===== src/rtl/lsu_pkg.sv =====
// Shared types and constants for the load/store unit.
// Optional access timeout is enabled by defining LSU_TIMEOUT_EN.
package lsu_pkg;

    typedef enum logic [1:0] {
        StIdle,
        StBusy,
        StDone
    } lsuStateT;

    localparam logic [2:0] Func3B  = 3'b000;
    localparam logic [2:0] Func3H  = 3'b001;
    localparam logic [2:0] Func3W  = 3'b010;
    localparam logic [2:0] Func3Bu = 3'b100;
    localparam logic [2:0] Func3Hu = 3'b101;

    localparam int unsigned TimeoutCyclesDefault = 16;

endpackage


===== src/rtl/lsu_align.sv =====
// Combinational lane steering: store byte enables / replication, load extraction and extension,
// and detection of misaligned or illegal requests.
module lsu_align
    import lsu_pkg::*;
(
    input  logic [2:0]  func3,
    input  logic        write,
    input  logic [1:0]  addrLo,
    input  logic [31:0] wdata,
    input  logic [31:0] rdata,
    input  logic [2:0]  rdFunc3,
    input  logic [1:0]  rdAddrLo,
    output logic [3:0]  be,
    output logic [31:0] wdataRep,
    output logic [31:0] loadExt,
    output logic        misalign
);

    logic [7:0]  rdByte;
    logic [15:0] rdHalf;

    always_comb begin
        be       = 4'b1111;
        misalign = 1'b0;
        wdataRep = wdata;
        case (func3)
            Func3B: begin
                if (write) be = 4'b0001 << addrLo;
                wdataRep = {4{wdata[7:0]}};
            end
            Func3H: begin
                misalign = addrLo[0];
                if (write) be = addrLo[1] ? 4'b1100 : 4'b0011;
                wdataRep = {2{wdata[15:0]}};
            end
            Func3W:  misalign = (addrLo != 2'b00);
            // Unsigned variants exist only for loads
            Func3Bu: misalign = write;
            Func3Hu: misalign = write | addrLo[0];
            default: misalign = 1'b1;
        endcase
    end

    always_comb begin
        case (rdAddrLo)
            2'd0:    rdByte = rdata[7:0];
            2'd1:    rdByte = rdata[15:8];
            2'd2:    rdByte = rdata[23:16];
            default: rdByte = rdata[31:24];
        endcase
        rdHalf = rdAddrLo[1] ? rdata[31:16] : rdata[15:0];
        case (rdFunc3)
            Func3B:  loadExt = {{24{rdByte[7]}}, rdByte};
            Func3H:  loadExt = {{16{rdHalf[15]}}, rdHalf};
            Func3Bu: loadExt = {24'h0, rdByte};
            Func3Hu: loadExt = {16'h0, rdHalf};
            default: loadExt = rdata;
        endcase
    end

endmodule


===== src/rtl/load_store_unit.sv =====
// Single-outstanding load/store unit: IDLE -> BUSY (await mem_ack) -> DONE.
// Define LSU_TIMEOUT_EN to abort a BUSY access after TIMEOUT_CYCLES cycles without ack.
module load_store_unit
    import lsu_pkg::*;
#(
    parameter int unsigned TIMEOUT_CYCLES = TimeoutCyclesDefault
) (
    input  logic        clk,
    input  logic        reset,
    input  logic        req_valid,
    input  logic        req_write,
    input  logic [2:0]  req_func3,
    input  logic [31:0] req_addr,
    input  logic [31:0] req_wdata,
    output logic        stall,
    output logic [31:0] load_data,
    output logic        load_valid,
    output logic        fault,
    output logic        mem_req,
    output logic        mem_we,
    output logic [31:0] mem_addr,
    output logic [3:0]  mem_be,
    output logic [31:0] mem_wdata,
    input  logic        mem_ack,
    input  logic [31:0] mem_rdata
);

    lsuStateT    stateQ, stateD;
    logic        weQ;
    logic [2:0]  func3Q;
    logic [31:0] addrQ, wdataQ, loadDataQ;
    logic [3:0]  beQ;
    logic        loadValidQ, faultQ;

    logic [3:0]  reqBe;
    logic [31:0] reqWdata, loadExt;
    logic        reqBad, accept, timeoutHit;

    lsu_align uAlign (
        .func3    (req_func3),
        .write    (req_write),
        .addrLo   (req_addr[1:0]),
        .wdata    (req_wdata),
        .rdata    (mem_rdata),
        .rdFunc3  (func3Q),
        .rdAddrLo (addrQ[1:0]),
        .be       (reqBe),
        .wdataRep (reqWdata),
        .loadExt  (loadExt),
        .misalign (reqBad)
    );

    assign accept = (stateQ == StIdle) && req_valid && !reqBad;

    // A zero-cycle timeout is not a meaningful configuration
    if (TIMEOUT_CYCLES == 0) begin : gZeroTimeoutUnsupported
    end

`ifdef LSU_TIMEOUT_EN
    localparam int unsigned CntW = $clog2(TIMEOUT_CYCLES + 1);
    logic [CntW-1:0] busyCntQ;

    always_ff @(posedge clk) begin
        if (!reset || accept) begin
            busyCntQ <= '0;
        end else if (stateQ == StBusy) begin
            busyCntQ <= busyCntQ + 1'b1;
        end
    end

    // Counter holds (n-1) on the n-th BUSY cycle
    assign timeoutHit = (stateQ == StBusy) && !mem_ack &&
                        (busyCntQ == CntW'(TIMEOUT_CYCLES - 1));
`else
    assign timeoutHit = 1'b0;
`endif

    always_comb begin
        stateD = stateQ;
        stall  = 1'b0;
        case (stateQ)
            StIdle: begin
                if (accept) begin
                    stall  = 1'b1;
                    stateD = StBusy;
                end
            end
            StBusy: begin
                stall = 1'b1;
                if (mem_ack || timeoutHit) stateD = StDone;
            end
            StDone:  stateD = StIdle;
            default: stateD = StIdle;
        endcase
    end

    always_ff @(posedge clk) begin
        if (!reset) begin
            stateQ     <= StIdle;
            weQ        <= 1'b0;
            func3Q     <= 3'b000;
            addrQ      <= '0;
            wdataQ     <= '0;
            beQ        <= '0;
            loadDataQ  <= '0;
            loadValidQ <= 1'b0;
            faultQ     <= 1'b0;
        end else begin
            stateQ     <= stateD;
            loadValidQ <= 1'b0;
            faultQ     <= 1'b0;
            if (accept) begin
                weQ    <= req_write;
                func3Q <= req_func3;
                addrQ  <= req_addr;
                wdataQ <= reqWdata;
                beQ    <= req_write ? reqBe : 4'b1111;
            end
            if ((stateQ == StIdle) && req_valid && reqBad) faultQ <= 1'b1;
            if (stateQ == StBusy) begin
                if (mem_ack) begin
                    if (!weQ) loadDataQ <= loadExt;
                    loadValidQ <= !weQ;
                end else if (timeoutHit) begin
                    loadDataQ <= '0;
                    faultQ    <= 1'b1;
                end
            end
        end
    end

    assign mem_req    = (stateQ == StBusy);
    assign mem_we     = weQ;
    assign mem_addr   = {addrQ[31:2], 2'b00};
    assign mem_be     = beQ;
    assign mem_wdata  = wdataQ;
    assign load_data  = loadDataQ;
    assign load_valid = loadValidQ;
    assign fault      = faultQ;

endmodule


===== config.mk =====
export PLATFORM = sky130hd
export DESIGN_NAME = load_store_unit
export DESIGN_NICKNAME = d
export VERILOG_FILES = /design/src/rtl/lsu_pkg.sv /design/src/rtl/lsu_align.sv /design/src/rtl/load_store_unit.sv
export SDC_FILE = /design/constraint.sdc
export NUM_CORES = 1
export LEC_CHECK = 0
export ABC_AREA = 0
export BUFFER_PORTS_ARGS = -buffer_cell sky130_fd_sc_hd__buf_2
export CAP_MARGIN = 20
export CELL_PAD_IN_SITES_DETAIL_PLACEMENT = 0
export CELL_PAD_IN_SITES_GLOBAL_PLACEMENT = 1
export CORE_ASPECT_RATIO = 0.5
export CORE_UTILIZATION = 32
export DETAILED_ROUTE_END_ITERATION = 12
export PLACE_DENSITY_LB_ADDON = 0.1
export SLEW_MARGIN = 20
export SYNTH_ARGS = -nofsm -noshare
export SYNTH_HDL_FRONTEND = slang
export SYNTH_HIERARCHICAL = 1
export SYNTH_SLANG_ARGS = --single-unit
export TNS_END_PERCENT = 20

===== constraint.sdc =====
create_clock -name clk -period 1.8 [get_ports clk]
set_clock_uncertainty 0.15 [all_clocks]
set_input_delay 0.09 -clock clk [delete_from_list [all_inputs] [get_ports clk]]
set_output_delay 0.09 -clock clk [all_outputs]
set_load 0.01 [all_outputs]

==> run_results.csv <==
group,metric,value,unit
place,dpl.hpwl,11.2,mm
floorplanning,num_rows,33,
synth,synth-edff-count,0,
power,p_total,5.81,mW
timing,fmax,578,MHz
drt,ant_nets,0,
synth,ys_types,48,
power,p_leak,3.42,nW
final_layout,instances_no_fill,1165,
outcome,status,"completed",
synth,synthFlopType,"dfxtp_1",
final_layout,area_growth,42.7,%
global_routing,grt_pass1_vias,5046,
timing,tns,0,ps
timing,timing.final.crit_period,1730,ps
timing,finalMaxSlewViolations,0,
worst_setup_path,crit_path_end_kind,"output pin",
timing,rsz0062_at_grt,"true",
cts,path_clk_slew,80,ps
timing,period_share,96.2,%
cts,cts_buffers,9,
drt,wl_per_cell,14.2,um
drt,routed_wirelength,16.6,mm
worst_setup_path,critPathSlowestCell,"dfxtp_2",
floorplanning,fp.coreArea,16400,um2
cts,tritoncts,"done",
place,post-place-cells,1049,
synth,synthTopCellsByArea,"dfxtp_1 40%, nand2_1 11%, nand3_1 9.3%",
synth,netlist.area_leader.share,40.1,%
run,max_cap_viol_count,0,
cts,cts_htree_levels,3,
place,portBuffers,206,
worst_setup_path,crit_chain,"nor4b_4 -> buf_4 -> or2_2 -> buf_2",
drt,viasPerCell,4.70,
synth,syn_area,5400,um2
drt,first_iter_violations,300,
global_routing,grt.overflow.total,0,
floorplanning,die_area,17400,um2
min_path,hp-class,"input pin to flip-flop",
global_routing,grtUsageTotal,18.9,%
synth,ys_top_cells_by_count,"157 x nand2_1, 108 x dfxtp_1, 100 x nand3_1, 65 x o21ai_0, 41 x buf_4",
global_routing,antenna_found_initial,0,
drt,dr.pass1.iters,4,
worst_setup_path,path_buf_inv,2,
worst_setup_path,worst_ep_required_time,1560,ps
power,pwr_density_cell,755,nW/um2
final_layout,drive_above_1_share,29.6,%
worst_setup_path,path_delay_family,"simple AND/OR/NAND/NOR gates",
floorplanning,dieHeight,93.8,um
cts,insertion_delay,350,ps
worst_setup_path,cp.arrival,1490,ps
floorplanning,ios,209,
timing,setup_viol,0,
power,ir_drop,454,uV
drt,drcViolationCount,0,
place,place_congestion,0.829,
synth,avgSynthCellArea,7.80,um2
synth,yosysMostFrequentCell,"nand2_1",
synth,ys_seq_area_share,40.1,%
timing,final_hold_viol_count,0,
floorplanning,start_util,32.8,%
final_layout,antenna_cells,0,
worst_setup_path,cp-start-kind,"flip-flop",
drt,vias,5470,
final_layout,final_design_area_no_fill,7700,um2
worst_setup_path,worstPathMaxFanout,4,
global_routing,grt_max_degree,81,
place,place_area,6340,um2
synth,yosysTopAreaCell,"dfxtp_1",
worst_setup_path,max_stage_delay,350,ps
final_layout,nets,1037,
global_routing,grt_pass1_wl,25.7,mm
synth,synthCells,692,
synth,yosysWarnings,6,
timing,holdWs,17.6,ps
floorplanning,die_w,186,um
synth,synth-seq-cells,108,
cts,cts_root_buffer,"clkbuf_16",
cts,cts_sinks,108,
synth,async_reset_ff_share,0,%
cts,clock_path_buffers,2,
worst_setup_path,criticalPathCategory,"flip-flop to output pin",
state kept, by name, indices dropped and copies added, names as in the netlist:
name	flops
load_valid	1
func3Q	3
addrQ	32
mem_wdata	32
mem_we	1
mem_be	4
stateQ	2
fault	1
load_data	32
layer usage:
layer | wire length, um | GRT usage, % | vias to the layer above
li1 | - | - | 2804
met1 | 8000 | 24.8 | 2503
met2 | 7360 | 30.0 | 147
met3 | 1000 | 5.31 | 16
met4 | 226 | 5.40 | 0
met5 | 0 | 0 | -
where the power goes:
group	switching, mW	internal, mW	leakage (nW)	total (mW)
Sequential	0.0542	2.49	0.879	2.54
Combinational	0.550	0.530	2.38	1.08
Clock	0.931	1.26	0.159	2.19
Total	1.53	4.28	3.42	5.81
path summary, 6_finish.rpt:
path	to	slack (ps)	from	cells after the start
worst max-delay path	stall	70	stateQ[0]	4
worst max register to register	load_data[13]	90	addrQ[0]	7
worst min-delay path	mem_wdata[27]	20	req_wdata[27]	5
worst min register to register	addrQ[8]	300	addrQ[8]	2
through the flow:
stage / worst slack [ps] / util (%)
after floorplan: 159 / -
after detailed placement: 41.6 / 38.6
after global routing: -50.3 / 46.8
after CTS: 13.6 / 46.6
after global placement: 70.6 / 38.6
final: 68.5 / 46.8
repair_timing:
| item | 4_1_cts | 5_1_grt |
|---|---|---|
| endpoints found under the hold margin | 100 | 0 |
| hold buffers | 99 | 0 |
| endpoints found under the setup margin | 0 | 31 |
| buffers inserted | 0 | 1 |
| gates resized for setup | 0 | 10 |
area by class of cell:
class                           instances  area (um2)
Tap cell                              227         284
Fill cell                            1752        8730
Multi-Input combinational cell        483        2590
Inverter                                3        11.3
Clock buffer                           10         239
Clock inverter                          6        86.3
Timing Repair Buffer                  328        2320
Sequential cell                       108        2170
cell families after synthesis:
| kind of cell | synth area share (%) |
|---|---|
| simple gates | 25.8 |
| compound gates | 16.3 |
| other cells | 0.0695 |
| buf+inv | 12.1 |
| mux | 5.66 |
| flops | 40.1 |
placed cells by master (no fill, tap or decap), drive strengths merged, types with 2 or more instances in the layout:
| master | synthesis | routed |
|---|---|---|
| a21o | 2 | 2 |
| a21oi | 11 | 11 |
| a221o | 7 | 7 |
| a221oi | 2 | 2 |
| a22oi | 6 | 6 |
| a2bb2oi | 2 | 2 |
| buf | 71 | 229 |
| bufinv | 0 | 2 |
| clkbuf | 28 | 10 |
| clkinv | 0 | 2 |
| conb | 1 | 2 |
| dfxtp | 108 | 108 |
| dlygate4sd3 | 0 | 99 |
| inv | 3 | 4 |
| mux2 | 17 | 17 |
| mux2i | 11 | 11 |
| nand2 | 158 | 158 |
| nand2b | 6 | 6 |
| nand3 | 100 | 100 |
| nand3b | 4 | 4 |
| nor2 | 16 | 16 |
| nor2b | 9 | 9 |
| o211a | 4 | 4 |
| o211ai | 4 | 4 |
| o21a | 2 | 2 |
| o21ai | 105 | 105 |
| o22a | 2 | 2 |
worst register-to-register path: cells and delay by family (launching register included):
kind | cells | cell delay (ps)
buf+inv | 1 | 140
simple gates | 2 | 120
mux | 2 | 470
flops | 1 | 390
compound gates | 2 | 340
Power figures use the tool's default switching activity.
